===== src/rtl/spi_nor_crc_loader.sv =====
// Boot loader: streams a fixed-length image from SPI NOR flash into BRAM
// and checks it against the big-endian CRC-16 stored right after it.
module spi_nor_crc_loader #(
    parameter logic [15:0] mem_addr = 16'h8000,
    parameter int unsigned length   = 'h4000,
    parameter int unsigned a_bits   = 14,
    parameter int unsigned cs_setup = 4
) (
    input  logic              clk,
    input  logic              reset_n,
    input  logic [23:0]       spi_addr,
    output logic              spi_req,
    input  logic              spi_ack,
    output logic [7:0]        spi_d,
    input  logic [7:0]        spi_q,
    output logic              spi_cs_n,
    output logic [a_bits-1:0] mem_a,
    output logic [7:0]        mem_q,
    output logic              mem_strobe,
    output logic              done,
    output logic              error,
    output logic [15:0]       crc
);

    localparam int unsigned cw = a_bits + 1;
    localparam int unsigned sw = (cs_setup > 1) ? $clog2(cs_setup) : 1;
    localparam logic [a_bits-1:0] base = a_bits'(mem_addr);
    localparam logic [cw-1:0] last_byte = cw'(length - 1);
    localparam logic [sw-1:0] setup_last = sw'(cs_setup - 1);

    typedef enum logic [3:0] {
        IDLE, SETUP, CMD, A2, A1, A0, DATA, CRCH, CRCL, FIN
    } state_t;

    state_t state, state_nx;

    logic [23:0]       addr_r, addr_nx;
    logic [sw-1:0]     scnt, scnt_nx;
    logic [cw-1:0]     cnt, cnt_nx;
    logic [7:0]        stored_hi, stored_nx;
    logic              req_nx;
    logic [7:0]        d_nx;
    logic              cs_n_nx;
    logic [a_bits-1:0] a_nx;
    logic [7:0]        q_nx;
    logic              strobe_nx;
    logic              done_nx;
    logic              error_nx;
    logic [15:0]       crc_nx;
    logic              take;

    // CRC-16/CCITT-FALSE, one byte folded MSB-first
    function automatic logic [15:0] crc_byte(
        input logic [15:0] c,
        input logic [7:0]  b
    );
        logic [15:0] r;
        r = c ^ {b, 8'h00};
        for (int i = 0; i < 8; i++)
            r = r[15] ? ((r << 1) ^ 16'h1021) : (r << 1);
        return r;
    endfunction

    always_ff @(posedge clk or negedge reset_n) begin
        if (!reset_n) begin
            state      <= IDLE;
            addr_r     <= '0;
            scnt       <= '0;
            cnt        <= '0;
            stored_hi  <= '0;
            spi_req    <= 1'b0;
            spi_d      <= 8'h00;
            spi_cs_n   <= 1'b1;
            mem_a      <= '0;
            mem_q      <= 8'h00;
            mem_strobe <= 1'b0;
            done       <= 1'b0;
            error      <= 1'b0;
            crc        <= 16'hFFFF;
        end else begin
            state      <= state_nx;
            addr_r     <= addr_nx;
            scnt       <= scnt_nx;
            cnt        <= cnt_nx;
            stored_hi  <= stored_nx;
            spi_req    <= req_nx;
            spi_d      <= d_nx;
            spi_cs_n   <= cs_n_nx;
            mem_a      <= a_nx;
            mem_q      <= q_nx;
            mem_strobe <= strobe_nx;
            done       <= done_nx;
            error      <= error_nx;
            crc        <= crc_nx;
        end
    end

    always_comb begin
        state_nx  = state;
        addr_nx   = addr_r;
        scnt_nx   = scnt;
        cnt_nx    = cnt;
        stored_nx = stored_hi;
        req_nx    = spi_req;
        d_nx      = spi_d;
        cs_n_nx   = spi_cs_n;
        a_nx      = mem_a;
        q_nx      = mem_q;
        strobe_nx = 1'b0;
        done_nx   = done;
        error_nx  = error;
        crc_nx    = crc;
        // acks only count while a transfer is actually requested
        take      = spi_req && spi_ack;

        unique case (state)
            IDLE: begin
                addr_nx = spi_addr;
                cs_n_nx = 1'b0;
                if (cs_setup == 0) begin
                    state_nx = CMD;
                    req_nx   = 1'b1;
                    d_nx     = 8'h03;
                end else begin
                    state_nx = SETUP;
                end
            end
            SETUP: begin
                if (scnt == setup_last) begin
                    scnt_nx  = '0;
                    state_nx = CMD;
                    req_nx   = 1'b1;
                    d_nx     = 8'h03;
                end else begin
                    scnt_nx = scnt + 1'b1;
                end
            end
            CMD: if (take) begin
                state_nx = A2;
                d_nx     = addr_r[23:16];
            end
            A2: if (take) begin
                state_nx = A1;
                d_nx     = addr_r[15:8];
            end
            A1: if (take) begin
                state_nx = A0;
                d_nx     = addr_r[7:0];
            end
            A0: if (take) begin
                state_nx = DATA;
                d_nx     = 8'h00;
            end
            DATA: if (take) begin
                q_nx      = spi_q;
                a_nx      = base + cnt[a_bits-1:0];
                strobe_nx = 1'b1;
                crc_nx    = crc_byte(crc, spi_q);
                cnt_nx    = cnt + 1'b1;
                if (cnt == last_byte)
                    state_nx = CRCH;
            end
            CRCH: if (take) begin
                stored_nx = spi_q;
                state_nx  = CRCL;
            end
            CRCL: if (take) begin
                state_nx = FIN;
                req_nx   = 1'b0;
                cs_n_nx  = 1'b1;
                done_nx  = 1'b1;
                error_nx = ({stored_hi, spi_q} != crc);
            end
            FIN: begin
                req_nx  = 1'b0;
                cs_n_nx = 1'b1;
            end
            default: state_nx = IDLE;
        endcase
    end

endmodule


===== config.mk =====
export PLATFORM = sky130hd
export DESIGN_NAME = spi_nor_crc_loader
export DESIGN_NICKNAME = d
export VERILOG_FILES = /design/src/rtl/spi_nor_crc_loader.sv
export SDC_FILE = /design/constraint.sdc
export NUM_CORES = 1
export LEC_CHECK = 0
export ABC_AREA = 1
export CORE_MARGIN = 10
export CORE_UTILIZATION = 58
export CTS_CLUSTER_SIZE = 14
export DETAILED_ROUTE_END_ITERATION = 12
export GPL_ROUTABILITY_DRIVEN = 0
export GPL_TIMING_DRIVEN = 0
export PLACE_DENSITY = 0.87
export SLEW_MARGIN = 0
export SYNTH_ARGS = -nofsm -noshare
export SYNTH_HDL_FRONTEND = slang
export SYNTH_SLANG_ARGS = --single-unit

===== constraint.sdc =====
create_clock -name clk -period 3.9 [get_ports clk]
set_clock_uncertainty 0.15 [all_clocks]
set_input_delay 0.585 -clock clk [delete_from_list [all_inputs] [get_ports clk]]
set_output_delay 0.585 -clock clk [all_outputs]
set_load 0.1 [all_outputs]

==> results of run 1 <==
==> through the flow <==
stage | setup slack (ns) | instance area [sq um] | utilization (%) | TNS, ns
floorplan | 1.70 | 5170 | - | 0
global placement | -1.62 | 6150 | 70.9 | -147.42
detailed placement | 1.41 | 6180 | 71.2 | 0
CTS | 1.01 | 6380 | 73.6 | 0
global route | 0.974 | 6380 | 73.6 | 0
finish | 1.01 | 6380 | 73.6 | 0
==> cell usage in the layout (no fill, tap or decap), types with 2 or more instances in the layout <==
cell type        synthesis  final
nand2_2                  7      7
buf_2                    8      8
inv_2                    5      5
xnor2_1                 10     10
inv_6                    0      3
inv_1                   51     51
clkbuf_8                 0      9
nand3b_1                 2      2
o21ai_1                  6      6
xor2_1                  17     17
o21ai_0                 40     40
buf_4                    2      3
nor2_2                   6      6
nor3_1                   5      5
ha_1                     2      2
nor2_4                   5      5
nor2_1                  19     19
or2_2                    2      2
clkdlybuf4s50_1          0     84
nand2_1                306    306
nand4_1                  6      6
buf_6                    3      3
nand3_1                 43     43
dfrtp_1                 87     87
dfstp_2                 17     17
inv_4                    2      2
==> cell families after synthesis <==
kind of cell / Yosys count
and+or+nand+nor: 403
AOI/OAI and AO/OA: 50
xor gates and xnor gates: 27
buffers and inverters: 73
DFF: 104
adders and majority gates: 2
==> flip-flops by register name, indices dropped and copies added (netlist names), 2 cells and up <==
name,cells
crc,16
mem_q,8
addr_r,24
spi_d,8
stored_hi,8
scnt,2
mem_a,14
state,4
cnt,15
==> cell type report <==
| cell class | count | share of cell area, % |
|---|---|---|
| sequential | 104 | 41.1 |
| multi-input combinational | 482 | 34.8 |
| timing repair buffer | 87 | 13.9 |
| inverter | 58 | 3.49 |
| tap | 108 | 2.12 |
| clock buffer | 9 | 1.94 |
| buffer | 15 | 1.53 |
| clock inverter | 7 | 1.10 |
==> path summary, 6_finish.rpt <==
kind | startpoint | end | slack, ns | cells past startpoint
max | crc[9] | crc[9] | 1.01 | 1
min | done | done | 0.33 | 1
max reg2reg | state[3] | spi_d[6] | 1.97 | 8
min reg2reg | done | done | 0.33 | 1
max in group asynchronous | reset_n | crc[5] | 2.33 | 3
min in group asynchronous | reset_n | mem_a[8] | 0.54 | 2
==> routing by layer <==
| metal | vias to the layer above | wire length (um) | global-route usage, % |
|---|---|---|---|
| met5 | - | 0 | 0 |
| met4 | 0 | 163 | 6.68 |
| met3 | 17 | 996 | 5.82 |
| met2 | 171 | 6570 | 34.7 |
| met1 | 2143 | 5180 | 23.4 |
| li1 | 2247 | - | - |
==> flow_metrics.py, run 1 <==
metrics = {
    "logic_synthesis": {
        "yosys_warnings": 0,
        "yosysUniqueCellTypes": 31,
        "synth_edf_count": 0,
        "synthTopCellsByCount": "306 x nand2_1, 87 x dfrtp_1, 51 x inv_1, 43 x nand3_1, 40 x o21ai_0",
        "syn_nets": 696,
        "synthAdderAreaFrac_pct": 0.484,
        "synth_ff_type": "dfrtp_1",
        "synth_seq_area_share_pct": 50.8,
        "synthTopCellsByArea": "dfrtp_1 42%, nand2_1 22%, dfstp_2 8.6%, nand3_1 4.2%, o21ai_0 3.9%",
        "yosysMostFrequentCell": "nand2_1",
        "synth_seq_cells": 104,
        "synth_xor_area_share_pct": 4.58,
        "yosysTopAreaCellShare_pct": 42.1,
        "synth-simple-area-share_pct": 33.0,
        "synthMuxAreaShare_pct": 0,
        "synthesis.area_sq_mm": 0.00517,
        "synth_top_family_by_area": "simple AND/OR/NAND/NOR gates",
        "synth_cells": 659,
        "ys_async_sr_fraction_pct": 100,
        "syn-mean-instance-area_sq_um": 7.84,
        "synth_top_area_cell": "dfrtp_1",
        "synth_compound_area_share_pct": 5.01,
    },
    "clock_network": {
        "cts_buffers": 9,
        "clock_latency_ns": 0.38,
        "cts_sinks": 104,
        "cts_hold_buf": 1,
        "clockRootBuffer": "clkbuf_8",
        "cts_resized": 0,
        "htreeDepth": 3,
        "cts_max_path_buffers": 2,
        "clk_pin_slew_ns": 0.11,
        "post_cts_buffers": 0,
        "cts_tree": "yes",
    },
    "floorplan": {
        "placementRows": 34,
        "dieWidth_um": 114,
        "die_area_sq_mm": 0.0131,
        "io_pins": 86,
        "core_area_sq_mm": 0.00868,
        "die_y_um": 114,
        "start_util_pct": 59.6,
    },
    "outcome": {
        "outcome": "finished clean",
    },
    "sta": {
        "final-hold-violation-count": 0,
        "slew_viol_final": 0,
        "worst_pin_slew_ns": 0.998,
        "timing.hold.ws_ns": 0.326,
        "setup_viol_count_final": 0,
        "grt_setup_unrepaired": "no",
        "max_slew_margin_pct": 33.3,
        "min_period_over_period_pct": 74.0,
        "period_needed_ns": 2.89,
        "max_clock_freq_mhz": 346,
    },
    "setup_path": {
        "crit_arrival_ns": 2.15,
        "crit_path_start_kind": "register",
        "crit_path_end_kind": "output pin",
        "crit_slowest_cell": "clkdlybuf4s50_1",
        "max_stage_delay_ns": 1.17,
        "cp_top_family": "buffers and inverters",
        "crit_type": "reg2out",
        "path_buf_inv": 1,
        "worstPathMaxFanout": 5,
        "required_ns": 3.16,
        "worstPathCellList": "clkdlybuf4s50_1",
    },
    "global_routing": {
        "grt_max_degree": 73,
        "gr-total-overflow": 0,
        "grt_antenna_before_repair": 0,
        "grt.total_usage_pct": 20.1,
        "grt_pass1_vias": 4743,
        "grt_pass1_wl_mm": 21.9,
    },
    "layout": {
        "fin_cells": 870,
        "drive_gt1_share_pct": 10.4,
        "regArea_sq_mm": 0.00262,
        "nFillCells": 671,
        "multiInputGateArea_sq_mm": 0.00222,
        "final_nets": 794,
        "n_antenna_cell": 0,
        "area_delta_synth_final_pct": 23.5,
    },
    "hold_path": {
        "hold_path.class": "reg2reg",
    },
    "route": {
        "totalWireLength_mm": 12.9,
        "wl_per_cell_um": 14.8,
        "via_per_inst": 5.26,
        "ant_nets": 0,
        "drc": 0,
        "drt_iter0_markers": 279,
        "dr.pass1.iters": 4,
        "vias": 4578,
    },
    "placed_design": {
        "io_buffers": 85,
        "dp.cells": 853,
        "dpl.hpwl_mm": 9.90,
    },
    "run": {
        "maxCapViolCount": 0,
    },
}
Power of run 1 is not shown: default switching activity piles up to over one toggle a cycle in this logic, so the estimate is an artifact.
==> run 2, diff against run 1 <==
--- a/config.mk
+++ b/config.mk
@@ -7,12 +7,12 @@
 export LEC_CHECK = 0
 export ABC_AREA = 1
 export CORE_MARGIN = 10
-export CORE_UTILIZATION = 58
+export CORE_UTILIZATION = 48
 export CTS_CLUSTER_SIZE = 14
 export DETAILED_ROUTE_END_ITERATION = 12
 export GPL_ROUTABILITY_DRIVEN = 0
 export GPL_TIMING_DRIVEN = 0
-export PLACE_DENSITY = 0.87
+export PLACE_DENSITY = 0.77
 export SLEW_MARGIN = 0
 export SYNTH_ARGS = -nofsm -noshare
 export SYNTH_HDL_FRONTEND = slang
==> constraint.sdc (replaced) <==
create_clock -name clk -period 2.45 [get_ports clk]
set_clock_uncertainty 0.15 [all_clocks]
set_input_delay 0.3675 -clock clk [delete_from_list [all_inputs] [get_ports clk]]
set_output_delay 0.3675 -clock clk [all_outputs]
set_load 0.1 [all_outputs]
==> flow_metrics.py, run 2 (synthesized netlist as in run 1, its figures left out) <==
metrics = {
    "sta": {
        "timing.hold.ws_ns": 0.324,
        "max_clock_freq_mhz": 416,
        "slew_viol_final": 0,
        "layout_setup_ws_ns": 0.0481,
        "grt_setup_unrepaired": "no",
        "setup_viol_count_final": 0,
        "worst_pin_slew_ns": 1.01,
        "max_slew_margin_pct": 32.6,
        "period_needed_ns": 2.40,
        "min_period_over_period_pct": 98.0,
        "final-hold-violation-count": 0,
    },
    "floorplan": {
        "die_area_sq_mm": 0.0153,
        "die_y_um": 124,
        "core_area_sq_mm": 0.0104,
        "dieWidth_um": 124,
        "start_util_pct": 49.6,
        "io_pins": 86,
        "placementRows": 37,
    },
    "clock_network": {
        "clockRootBuffer": "clkbuf_8",
        "htreeDepth": 3,
        "post_cts_buffers": 0,
        "cts_sinks": 104,
        "clk_pin_slew_ns": 0.10,
        "cts_tree": "yes",
        "clock_latency_ns": 0.38,
        "cts_buffers": 9,
        "cts_max_path_buffers": 2,
    },
    "setup_path": {
        "max_stage_delay_ns": 1.14,
        "rr_worst_depth": 8,
        "worstPathCellList": "clkdlybuf4s50_1",
        "crit_slowest_cell": "clkdlybuf4s50_1",
        "r2r-end": "spi_d[0]",
        "crit_type": "reg2out",
        "worstPathMaxFanout": 2,
        "path_buf_inv": 1,
        "r2r_setup_slack_ns": 0.57,
        "r2r_start": "state[3]",
        "crit_arrival_ns": 1.88,
        "crit_path_start_kind": "register",
        "required_ns": 1.93,
        "crit_path_end_kind": "output pin",
        "cp_top_family": "buffers and inverters",
    },
    "route": {
        "via_per_inst": 5.02,
        "totalWireLength_mm": 12.8,
        "vias": 4511,
        "drc": 0,
        "wl_per_cell_um": 14.2,
        "drt_iter0_markers": 416,
        "ant_nets": 0,
        "dr.pass1.iters": 6,
    },
    "layout": {
        "reg.largest.list": "addr_r x24, crc x16, cnt x15",
        "final_nets": 794,
        "top_register": "addr_r",
        "final_common_cell": "nand2_1",
        "nFillCells": 959,
        "area_delta_synth_final_pct": 23.6,
        "multiInputGateArea_sq_mm": 0.00222,
        "largest_reg_flops": 24,
        "most-common-layout-cells": "306 x nand2_1, 87 x dfrtp_1, 51 x inv_1",
        "regArea_sq_mm": 0.00262,
        "drive_gt1_share_pct": 10.4,
        "n_antenna_cell": 0,
    },
    "placed_design": {
        "pre_cts_ws_ns": 0.189,
        "io_buffers": 85,
        "dpl.hpwl_mm": 10.0,
    },
    "global_routing": {
        "grt.total_usage_pct": 17.5,
        "grt_pass1_vias": 4533,
        "gr-total-overflow": 0,
        "grt_pass1_wl_mm": 21.5,
        "grt_max_degree": 57,
        "grt_antenna_before_repair": 0,
    },
    "hold_path": {
        "whs_endpoint": "done",
        "hold_path.class": "reg2reg",
        "holdPathStages": 1,
        "hold_path_startpoint": "done",
    },
    "pwr": {
        "power-per-cell-area_mw_per_mm2": 1490,
        "vdd_ir_drop_max_mv": 0.949,
        "p_leak_nw": 3.34,
    },
    "outcome": {
        "outcome": "finished clean",
    },
    "run": {
        "maxCapViolCount": 0,
    },
}
run 2: cell types whose count changed in the layout (fill, tap and decap cells not counted):
cell	change
clkinv_2	+2
clkinv_8	-1
clkdlybuf4s50_1	-35
dlymetal6s2s_1	+9
inv_8	-1
clkinvlp_4	+3
inv_6	-3
dlygate4sd2_1	+26
run 2: power by group:
part | switching (mW) | total [mW] | internal, mW
registers | 0.578 | 3.07 | 2.49
logic | 4.16 | 5.49 | 1.33
clock network | 0.605 | 0.972 | 0.367
total | 5.34 | 9.53 | 4.19
run 2: how the worst max path moves through the flow:
stage              start          to  slack (ns)  cells past startpoint
5_1_grt        mem_a[12]   mem_a[12]       0.001                      1
6_report        mem_a[0]    mem_a[0]        0.05                      1
3_5_place_dp      crc[9]      crc[9]        0.19                      1
4_1_cts         spi_d[6]    spi_d[6]       0.007                      1
2_1_floorplan    spi_req      cnt[9]        0.25                      8
3_3_place_gp     reset_n  addr_r[11]       -2.87                      1
run 2: per-layer routing:
layer	global-route usage, %	part of all wire [%]	up-vias
met1	21.1	41	2078
li1	-	-	2240
met3	4.34	8.7	18
met5	0	0	-
met4	6.55	1.5	0
met2	29.5	49	175
run 2: repair_timing:
item / CTS / global route
gates resized for setup: 26 / 9
endpoints found under the hold margin: 47 / 0
hold buffers: 1 / 0
setup endpoints to repair: 26 / 9
run 2: final cells by class:
| cell class | count | share of cell area, % |
|---|---|---|
| Clock buffer | 9 | 1.94 |
| Tap cell | 136 | 2.66 |
| Sequential cell | 104 | 41.1 |
| Clock inverter | 7 | 0.764 |
| Buffer | 15 | 1.53 |
| Multi-Input combinational cell | 482 | 34.8 |
| Inverter | 58 | 3.49 |
| Timing Repair Buffer | 87 | 13.7 |
run 2: metrics by stage:
| stage | setup TNS (ns) | utilization, % | total power, mW | instances | area, sq um |
|---|---|---|---|---|---|
| floorplan | 0 | - | 7.37 | 659 | 5170 |
| global placement | -276.86 | 59.4 | 8.59 | 880 | 6190 |
| detailed placement | 0 | 59.7 | 8.76 | 881 | 6210 |
| CTS | 0 | 61.1 | 9.59 | 898 | 6360 |
| global route | 0 | 61.3 | 10.2 | 898 | 6390 |
| finish | 0 | 61.3 | 9.53 | 898 | 6390 |
No activity file was read; power rests on OpenSTA's default activity.
==> run 3, diff against run 2 <==
--- a/config.mk
+++ b/config.mk
@@ -13,6 +13,8 @@
 export GPL_ROUTABILITY_DRIVEN = 0
 export GPL_TIMING_DRIVEN = 0
 export PLACE_DENSITY = 0.77
+export REMOVE_ABC_BUFFERS = 1
+export SKIP_CTS_REPAIR_TIMING = 1
 export SLEW_MARGIN = 0
 export SYNTH_ARGS = -nofsm -noshare
 export SYNTH_HDL_FRONTEND = slang
==> constraint.sdc (replaced) <==
create_clock -name clk -period 2.45 [get_ports clk]
set_clock_uncertainty 0.15 [all_clocks]
set_input_delay 0.3675 -clock clk [delete_from_list [all_inputs] [get_ports clk]]
set_output_delay 0.3675 -clock clk [all_outputs]
set_load 0.02 [all_outputs]
==> flow_metrics.py, run 3 (synthesized netlist as in run 1, its figures left out) <==
metrics = {
    "global_routing": {
        "grt_max_degree": 64,
        "grt.total_usage_pct": 16.9,
        "grt_antenna_before_repair": 0,
        "grt_pass1_vias": 4397,
        "grt_pass1_wl_mm": 21.0,
        "gr-total-overflow": 0,
    },
    "run": {
        "maxCapViolCount": 0,
    },
    "layout": {
        "area_delta_synth_final_pct": 22.5,
        "final_common_cell": "nand2_1",
        "design_area_sq_mm": 0.00633,
        "fin_cells": 886,
        "n_antenna_cell": 0,
        "drive_gt1_share_pct": 9.07,
        "final_nets": 782,
        "top_register": "addr_r",
        "reg.largest.list": "addr_r x24, crc x16, cnt x15",
        "most-common-layout-cells": "306 x nand2_1, 87 x dfrtp_1, 84 x clkdlybuf4s50_1",
        "largest_reg_flops": 24,
    },
    "floorplan": {
        "die_area_sq_mm": 0.0153,
        "placementRows": 37,
        "dieWidth_um": 124,
        "io_pins": 86,
        "core_area_sq_mm": 0.0104,
        "start_util_pct": 49.6,
        "die_y_um": 124,
    },
    "placed_design": {
        "dp.cells": 866,
        "dpl.hpwl_mm": 9.01,
        "pre_cts_ws_ns": -0.932,
        "placed_area_sq_mm": 0.00612,
        "io_buffers": 85,
    },
    "route": {
        "drt_iter0_markers": 423,
        "dr.pass1.iters": 5,
        "wl_per_cell_um": 14.5,
        "drc": 0,
        "totalWireLength_mm": 12.8,
        "via_per_inst": 5.05,
        "vias": 4476,
        "ant_nets": 0,
    },
    "pwr": {
        "vdd_ir_drop_max_mv": 0.518,
        "netSwitchingFraction_pct": 44.9,
        "p_int_mw": 4.31,
        "p_leak_nw": 3.11,
        "power-per-cell-area_mw_per_mm2": 1230,
        "power_switching_mw": 3.51,
        "combPwrFrac_pct": 47.8,
        "pwr-share-seq_pct": 39.3,
        "power_frac_clock_pct": 12.9,
    },
    "sta": {
        "setup_viol_count_final": 0,
        "final-hold-violation-count": 0,
        "max_clock_freq_mhz": 462,
        "period_needed_ns": 2.16,
        "min_period_over_period_pct": 88.3,
        "worst_pin_slew_ns": 0.631,
        "grt_setup_unrepaired": "no",
        "max_slew_margin_pct": 57.8,
        "slew_viol_final": 0,
        "layout_setup_ws_ns": 0.287,
    },
    "hold_path": {
        "holdPathStages": 1,
        "whs_endpoint": "done",
        "hold_path_startpoint": "done",
        "hold_path.class": "reg2reg",
    },
    "clock_network": {
        "clockRootBuffer": "clkbuf_8",
        "cts_sinks": 104,
        "cts_buffers": 9,
        "htreeDepth": 3,
        "clk_pin_slew_ns": 0.11,
        "cts_max_path_buffers": 2,
        "cts_tree": "yes",
        "clock_latency_ns": 0.37,
    },
    "setup_path": {
        "crit_type": "reg2reg",
        "r2r_setup_slack_ns": 0.29,
        "rr_worst_depth": 6,
        "r2r-end": "addr_r[11]",
        "worstPathMaxFanout": 25,
        "crit_path_end_kind": "register",
        "crit_path_start_kind": "register",
        "r2r_start": "state[0]",
        "crit_arrival_ns": 2.28,
        "required_ns": 2.56,
    },
    "outcome": {
        "outcome": "finished clean",
    },
}
-- run 3: metrics by stage --
stage	utilization (%)	power (mW)	setup TNS, ns	hold WS (ns)
after CTS	60.4	7.84	-15.74	-0.172
after detailed placement	58.7	6.82	-25.28	0.247
final	60.8	7.82	0	0.326
after global placement	58.5	6.65	-308.80	0.304
after global routing	60.8	8.49	0	0.348
after floorplan	-	5.43	0	-0.0781
-- run 3: worst max-delay path: stages (launching register included) --
cell	delay, ns
dfrtp_1	0.54
nor2_2	0.29
inv_2	0.09
nor2_4	0.44
inv_2	0.33
nand2_1	0.15
nand2_1	0.06
-- run 3: worst max-delay path by stage --
| stage | from | to | slack, ns |
|---|---|---|---|
| 2_1_floorplan | state[1] | cnt[14] | 0.08 |
| 3_3_place_gp | reset_n | addr_r[10] | -2.96 |
| 3_5_place_dp | spi_ack | cnt[14] | -0.93 |
| 4_1_cts | state[1] | cnt[12] | -0.70 |
| 5_1_grt | state[0] | addr_r[11] | 0.05 |
| 6_report | state[0] | addr_r[11] | 0.29 |
-- run 3: per-layer routing --
layer	up-vias	global-route usage [%]	wire length, um	share of wire [%]
li1	2225	-	-	-
met1	2116	21.7	5660	44
met2	122	27.6	6150	48
met3	13	3.21	814	6.4
met4	0	6.33	184	1.4
met5	-	0	0	0
-- run 3: power by group through the flow --
| stage | Clock [mW] | Combinational (mW) | Sequential, mW |
|---|---|---|---|
| 2_1_floorplan | 0 | 2.06 | 3.36 |
| 3_3_place_gp | 0 | 3.59 | 3.06 |
| 3_5_place_dp | 0 | 3.72 | 3.10 |
| 4_1_cts | 1.03 | 3.74 | 3.07 |
| 5_1_grt | 1.10 | 4.21 | 3.17 |
| 6_report | 1.01 | 3.74 | 3.08 |
-- run 3: layout make-up --
class | count | area [sq um]
Tap cell | 136 | 170
Timing Repair Buffer | 88 | 893
Clock buffer | 9 | 124
Multi-Input combinational cell | 484 | 2240
Inverter | 58 | 225
Clock inverter | 7 | 55.1
Fill cell | 916 | 4080
Sequential cell | 104 | 2620
